--- config.mk ---
export PLATFORM = sky130hd
export DESIGN_NAME = matmul_tile_ctrl
export DESIGN_NICKNAME = d
export VERILOG_FILES = /design/src/rtl/matmul_tile_ctrl.sv
export SDC_FILE = /design/constraint.sdc
export NUM_CORES = 1
export LEC_CHECK = 0
export BUFFER_PORTS_ARGS = -buffer_cell sky130_fd_sc_hd__buf_4
export CORE_MARGIN = 2
export CORE_UTILIZATION = 35
export CTS_BUF_LIST = sky130_fd_sc_hd__clkbuf_4 sky130_fd_sc_hd__clkbuf_8 sky130_fd_sc_hd__clkbuf_16
export CTS_CLUSTER_DIAMETER = 30
export DETAILED_ROUTE_END_ITERATION = 10
export PLACE_DENSITY_LB_ADDON = 0.3
export SYNTH_ARGS = -nofsm -noshare
export SYNTH_HDL_FRONTEND = slang
export SYNTH_SLANG_ARGS = --single-unit
--- constraint.sdc ---
create_clock -name clk -period 2.15 [get_ports clk]
set_clock_uncertainty 0.1 [all_clocks]
set_input_delay 0.215 -clock clk [delete_from_list [all_inputs] [get_ports clk]]
set_output_delay 0.215 -clock clk [all_outputs]
set_load 0.005 [all_outputs]
--- src/rtl/matmul_tile_ctrl.sv ---
// matmul_tile_ctrl: control path for the tiled MAC array.
// Sequences cfg_tiles output tiles of a cfg_k-deep dot product: clear the
// accumulators, stream operand beats (stall-tolerant), flush the MAC pipeline,
// then hold the result tile until writeback accepts it.
module matmul_tile_ctrl #(
    parameter  int K_MAX    = 16,
    parameter  int T_MAX    = 8,
    parameter  int PIPE_LAT = 2,
    localparam int KW       = $clog2(K_MAX + 1),
    localparam int TW       = $clog2(T_MAX + 1)
) (
    input  logic          clk,
    input  logic          rst,
    input  logic          start,
    input  logic [KW-1:0] cfg_k,
    input  logic [TW-1:0] cfg_tiles,
    input  logic          abort,
    input  logic          in_valid,
    output logic          in_ready,
    output logic          en,
    output logic          clear,
    output logic [KW-1:0] k,
    output logic [TW-1:0] tile,
    output logic          out_valid,
    input  logic          out_ready,
    output logic          busy,
    output logic          done,
    output logic          err
);
    localparam int FW = (PIPE_LAT > 1) ? $clog2(PIPE_LAT) : 1;

    typedef enum logic [2:0] {
        S_IDLE,
        S_CLEAR,
        S_RUN,
        S_FLUSH,
        S_OUT,
        S_DONE
    } state_t;

    state_t        state;
    state_t        state_n;
    logic [KW-1:0] cfg_k_q;
    logic [TW-1:0] cfg_t_q;
    logic [FW-1:0] fcnt;
    logic          clear_q;
    logic          out_valid_q;
    logic          cfg_ok;
    logic          last_k;
    logic          last_t;

    assign cfg_ok = (cfg_k != '0) && (cfg_k <= KW'(K_MAX)) &&
                    (cfg_tiles != '0) && (cfg_tiles <= TW'(T_MAX));
    assign last_k = (k == cfg_k_q - KW'(1));
    assign last_t = (tile == cfg_t_q - TW'(1));

    // Abort suppresses the beat, the clear and the result tile in its own cycle.
    assign en        = in_valid & in_ready & ~abort;
    assign clear     = clear_q & ~abort;
    assign out_valid = out_valid_q & ~abort;

    // Next-state selection; abort overrides every transition outside IDLE/DONE.
    always_comb begin
        state_n = state;
        case (state)
            S_IDLE:  if (start) state_n = cfg_ok ? S_CLEAR : S_DONE;
            S_CLEAR: state_n = S_RUN;
            S_RUN:   if (en && last_k) state_n = S_FLUSH;
            S_FLUSH: if (fcnt == FW'(PIPE_LAT - 1)) state_n = S_OUT;
            S_OUT:   if (out_ready) state_n = last_t ? S_DONE : S_CLEAR;
            S_DONE:  state_n = S_IDLE;
            default: state_n = S_IDLE;
        endcase
        if (abort && state != S_IDLE && state != S_DONE) state_n = S_DONE;
    end

    // State register, registered control outputs and the k/tile/flush counters.
    always_ff @(posedge clk or posedge rst) begin
        if (rst) begin
            state       <= S_IDLE;
            cfg_k_q     <= '0;
            cfg_t_q     <= '0;
            fcnt        <= '0;
            k           <= '0;
            tile        <= '0;
            in_ready    <= 1'b0;
            clear_q     <= 1'b0;
            out_valid_q <= 1'b0;
            busy        <= 1'b0;
            done        <= 1'b0;
            err         <= 1'b0;
        end else begin
            state       <= state_n;
            in_ready    <= (state_n == S_RUN);
            clear_q     <= (state_n == S_CLEAR);
            out_valid_q <= (state_n == S_OUT);
            busy        <= (state_n != S_IDLE);
            done        <= (state_n == S_DONE);
            case (state)
                S_IDLE: begin
                    if (start) begin
                        cfg_k_q <= cfg_k;
                        cfg_t_q <= cfg_tiles;
                        err     <= ~cfg_ok;
                        tile    <= '0;
                        k       <= '0;
                    end
                end
                S_CLEAR: k <= '0;
                S_RUN: begin
                    if (en && !last_k) k <= k + KW'(1);
                    fcnt <= '0;
                end
                S_FLUSH: fcnt <= fcnt + FW'(1);
                S_OUT: begin
                    if (state_n == S_CLEAR) begin
                        tile <= tile + TW'(1);
                        k    <= '0;
                    end
                end
                default: ;
            endcase
            if (abort && state != S_IDLE) err <= 1'b1;
        end
    end
endmodule

## Word level (Yosys, flattened, before mapping)

Cells that the tools add are included.

- Input port bits: 15
- Register bits after elaboration: 28
- Output and inout port bits: 16
- Logic and storage cells: 80

- Add/subtract/negate cells: 5
- Reduce and logical (&&, ||, !) cells: 22
- Bitwise gates (word level): 6
- Mux-type cells: 19
- Eq/ne operators: 14
- Magnitude comparators: 2

Operator list:

| cell | count |
|---|---|
| $mux W3 | 7 |
| $pmux W5 S4 | 1 |
| $mux W5 | 3 |
| $pmux W3 S5 | 1 |
| $eq A3 B2 Y1 const B | 3 |
| $eq A3 B3 Y1 const B | 3 |
| $mux W4 | 2 |
| $pmux W4 S2 | 1 |
| $reduce_bool A2 Y1 | 4 |
| $reduce_bool A4 Y1 | 2 |
| $logic_and A1 B1 Y1 | 7 |
| $eq A3 B1 Y1 const B | 2 |
| $ne A2 B2 Y1 const B | 3 |
| $reduce_bool A3 Y1 | 2 |
| $add A5 B1 Y5 const B | 1 |
| $eq A5 B5 Y1 | 1 |
| $le A5 B5 Y1 const B | 1 |
| $reduce_bool A5 Y1 | 1 |
| $sub A5 B1 Y5 const B | 1 |
| $add A4 B1 Y4 const B | 1 |
| $and A1 B1 Y1 | 4 |
| $eq A4 B4 Y1 | 1 |
| $le A4 B4 Y1 const B | 1 |
| $reduce_and A2 Y1 | 2 |
| 10 further kinds | 13 |

## Logic depth before layout (Yosys ltp)

- Depth after elaboration: 11
- Mapped depth: 8
- Gate-level depth less buffers: 8

## Worst setup path after synthesis

No wires, ideal clock.

- Kind: flip-flop to flip-flop
- From: register cfg_t_q[0]
- To: register k[3]
- Setup slack: 0.106 ns
- Stages on the path, launching flop included: 9
- Library setup time: 0.124 ns
- Buffers on the path: 0
- Arrival: 1.820 ns
- Data required time: 1.926 ns
- Clock period less this slack: 2.044 ns
- Cell sequence: dfrtp_1 > inv_1 > ha_1 > xnor2_1 > xnor2_1 > o41ai_4 > a211oi_1 > o21ai_2 > a211o_1

- Cells in the longest elaborated chain, start to end: 9

RTL lines:

| item | RTL line | text |
|---|---|---|
| start, declared | 44 | `logic [TW-1:0] cfg_t_q;` |
| start signal, assigned | 103 | `cfg_t_q <= cfg_tiles;` |
| $sub A4 B1 Y4 | 55 | `assign last_t = (tile == cfg_t_q - TW'(1));` |
| $eq A4 B4 Y1 | 55 |  |
| $mux W3 (2 in series) | 70 | `S_OUT: if (out_ready) state_n = last_t ? S_DONE : S_CLEAR;` |
| $pmux W3 S5 | 65 | `case (state)` |
| $mux W3 | 74 | `if (abort && state != S_IDLE && state != S_DONE) state_n = S_DONE;` |
| $eq A3 B1 Y1 | 116 | `if (state_n == S_CLEAR) begin` |
| $ne A2 B2 Y1 (no line) | - |  |
| $reduce_and A4 Y1 (no line) | - |  |
| end signal, assigned | 111 | `if (en && !last_k) k <= k + KW'(1);` |
| end, declared | 22 | `output logic [KW-1:0] k,` |

No other way between the ends.
A chain may end at the register's enable or synchronous reset.

## Final worst setup path

- From: register cfg_t_q[1]
- To: register k[1]

The elaborated chain is that of the path after synthesis.

==> reports/qor.csv <==
stage;metric;value;unit
status;status;finished, final reports clean;
placement;port_buffers;30;
timing;period_needed;2.110;ns
grt;met3_usage;2.279;%
power;vdd_drop_max;560.7;uV
die;die_area;0.005038;mm2
grt;met2_usage;21.39;%
die;initial_core_util;36.31;%
yosys;syn_area_per_cell;9.575;um2
die;coreArea;0.004324;mm2
grt;grt.busiest_layer;met2;
timing;finalHoldViolations;0;
setup_path;endpoint_kind;flop;
route;avgViaCountPerCell;4.969;
finish;n_antenna_cell;0;
power;p_clk_share;15.5;%
timing;maxSlewHeadroom;72.61;%
setup_path;cp-start-kind;flop;
clock_tree;cts_tree;done;
yosys;synth_edf_count;0;
yosys;syn_inst;164;
route;via_count;1282;
placement;place_inst;252;
setup_path;required;2.26;ns
clock_tree;clockRootBuffer;clkbuf_8;
setup_path;path_max_fanout;5;
timing;worst_slew_pin_slew;0.4089;ns
min_path;worstHoldPathType;in -> reg;
grt;grt_max_degree;29;
run;drv_cap;0;
timing;fin_hold_ws;0.03474;ns
yosys;ys_ff_latch;28;
die;row_count;24;
route;routedWlPerCell;12.75;um
timing;setup_viol;0;
yosys;async_flop_share;100.0;%
timing;period_share;98.14;%
setup_path;path_class;reg -> reg;
clock_tree;htreeDepth;1;
power;p_sw_share;38.43;%
clock_tree;cts.sinks;28;
timing;rsz0062_at_grt;yes;
clock_tree;clk_pin_slew;0.10;ns
clock_tree;clock_latency;0.28;ns
power;p_int;1.675;mW
power;pwr-share-comb;52.8;%
route;dr.pass1.iters;4;
grt;overflow;0;
grt;antenna_found_initial;0;
finish;final_common_cell;buf_4;
yosys;synth_area;0.001570;mm2
yosys;ys_warn_count;0;
clock_tree;cts_max_path_buffers;2;
setup_path;critPathArrivalTime;2.22;ns
timing;drv_slew;0;
placement;dp_hpwl;2432;um
yosys;synth.distinct_cells;43;
grt;grt_use_met1;20.16;%
die;top_level_ports;31;
route;drc;0;
power;p_leak;1.001;nW
power;switchingPower;1.046;mW
route;drt_wl_total;3289;um
power;power.density;1303;mW/mm2
die;die-width;70.98;um
grt;grt_usage;14.01;%
finish;multi_input_area;895.9;um2
finish;mostFrequentLayoutCells;buf_4, nand2_1, dfrtp_1, o21ai_0, xnor2_1;
clock_tree;cts_buffers;3;
finish;nets;226;
power;seqPwrFrac;31.7;%
finish;utilization;48.29;%
yosys;synth-main-ff-cell;dfrtp_1;
timing;fmax;473.9;MHz
finish;drive_gt1_share;32.52;%
route;drtIter0Drc;45;
finish;syn2layout_area_growth;32.99;%
route;ant_nets;0;
yosys;syn-num-nets;183;
finish;stdcell_count;258;
grt;grt_pass1_wl;5644;um
finish;fill_cells;432;
yosys;synth_seq_area_share;44.62;%
die;die_h;70.98;um
placement;gp_congestion;0.7494;
grt;grt_pass1_vias;1255;
finish;seq_area;700.7;um2
==> cell families after synthesis <==
group | Yosys count | share of synthesized area, %
flops | 28 | 44.62
mux | 5 | 3.267
fa+ha+maj | 4 | 3.187
xor+xnor | 15 | 8.367
compound gates | 30 | 15.38
buf+inv | 13 | 3.904
simple gates | 69 | 21.27
==> cell type report <==
type                       count  area share [%]
clock inverter                 1           1.438
tap                           52           3.116
sequential                    28           33.55
multi-input combinational    123           42.90
timing repair buffer          43           15.58
clock buffer                   3           1.977
inverter                       8           1.438
==> power by group through the flow <==
| stage | logic (mW) | registers, mW | clock network, mW |
|---|---|---|---|
| 2_1_floorplan | 0.881 | 0.835 | 0 |
| 3_3_place_gp | 1.23 | 0.859 | 0 |
| 3_5_place_dp | 1.24 | 0.861 | 0 |
| 4_1_cts | 1.26 | 0.851 | 0.431 |
| 5_1_grt | 1.61 | 0.893 | 0.457 |
| 6_report | 1.44 | 0.862 | 0.423 |
==> synthesized netlist by cell type, types with 3 or more instances <==
cell / instances / share of area, %
inv_1: 8 / 1.9
nor3_1: 4 / 1.3
nand2b_1: 3 / 1.2
nand2_1: 34 / 8.1
ha_1: 4 / 3.2
mux2i_1: 4 / 2.5
xor2_1: 3 / 1.7
dfrtp_1: 28 / 45
nor2_1: 8 / 1.9
a21oi_1: 3 / 0.96
o21ai_0: 9 / 2.9
xnor2_1: 12 / 6.7
and3_1: 3 / 1.2
==> metal layers <==
metal	routed length (um)	vias up	part of all wire, %
li1	-	644	-
met1	1560	608	47
met2	1547	25	47
met3	126	5	3.8
met4	54	0	1.6
met5	0	-	0
==> timing repair <==
action	4_1_cts	5_1_grt
gates resized for setup	1	15
buffers inserted	0	1
hold buffers	1	0
endpoints found under the hold margin	28	0
pin swaps	0	8
setup endpoints to repair	2	9
==> stage by stage <==
stage / total power [mW] / setup WS, ns / cell area (um2) / setup TNS (ns)
3_5_place_dp: 2.101 / -0.02716 / 1912 / -0.03053
3_3_place_gp: 2.093 / -0.03136 / 1912 / -0.04192
2_1_floorplan: 1.716 / 0.1064 / 1570 / 0
6_report: 2.721 / 0.03992 / 2088 / 0
5_1_grt: 2.962 / -0.08869 / 2088 / -0.1721
4_1_cts: 2.542 / 0.02297 / 1998 / 0
==> worst paths after layout <==
path                              start  cells past startpoint  slack, ns    endpoint
setup reg to reg             cfg_t_q[1]                      7       0.04        k[1]
max in group asynchronous           rst                      4       1.24  cfg_t_q[1]
setup / recovery             cfg_t_q[1]                      7       0.04        k[1]
min in group asynchronous           rst                      4       0.44     clear_q
hold reg to reg                    fcnt                      1       0.42        fcnt
hold / removal             cfg_tiles[2]                      3       0.03  cfg_t_q[2]
==> critical path, stage by stage (launching register included) <==
cell	delay, ns
dfrtp_1	0.40
buf_4	0.15
nor3_4	0.20
xnor2_2	0.11
o41ai_4	0.44
a211oi_2	0.15
o21ai_2	0.28
mux2i_1	0.21
==> registers in the layout, summed over array words and instances, names as in the netlist <==
register,count
busy,1
cfg_k_q,5
cfg_t_q,4
clear_q,1
done,1
err,1
fcnt,1
in_ready,1
k,5
out_valid_q,1
state,3
tile,4
(Power assumes the default switching activity.)
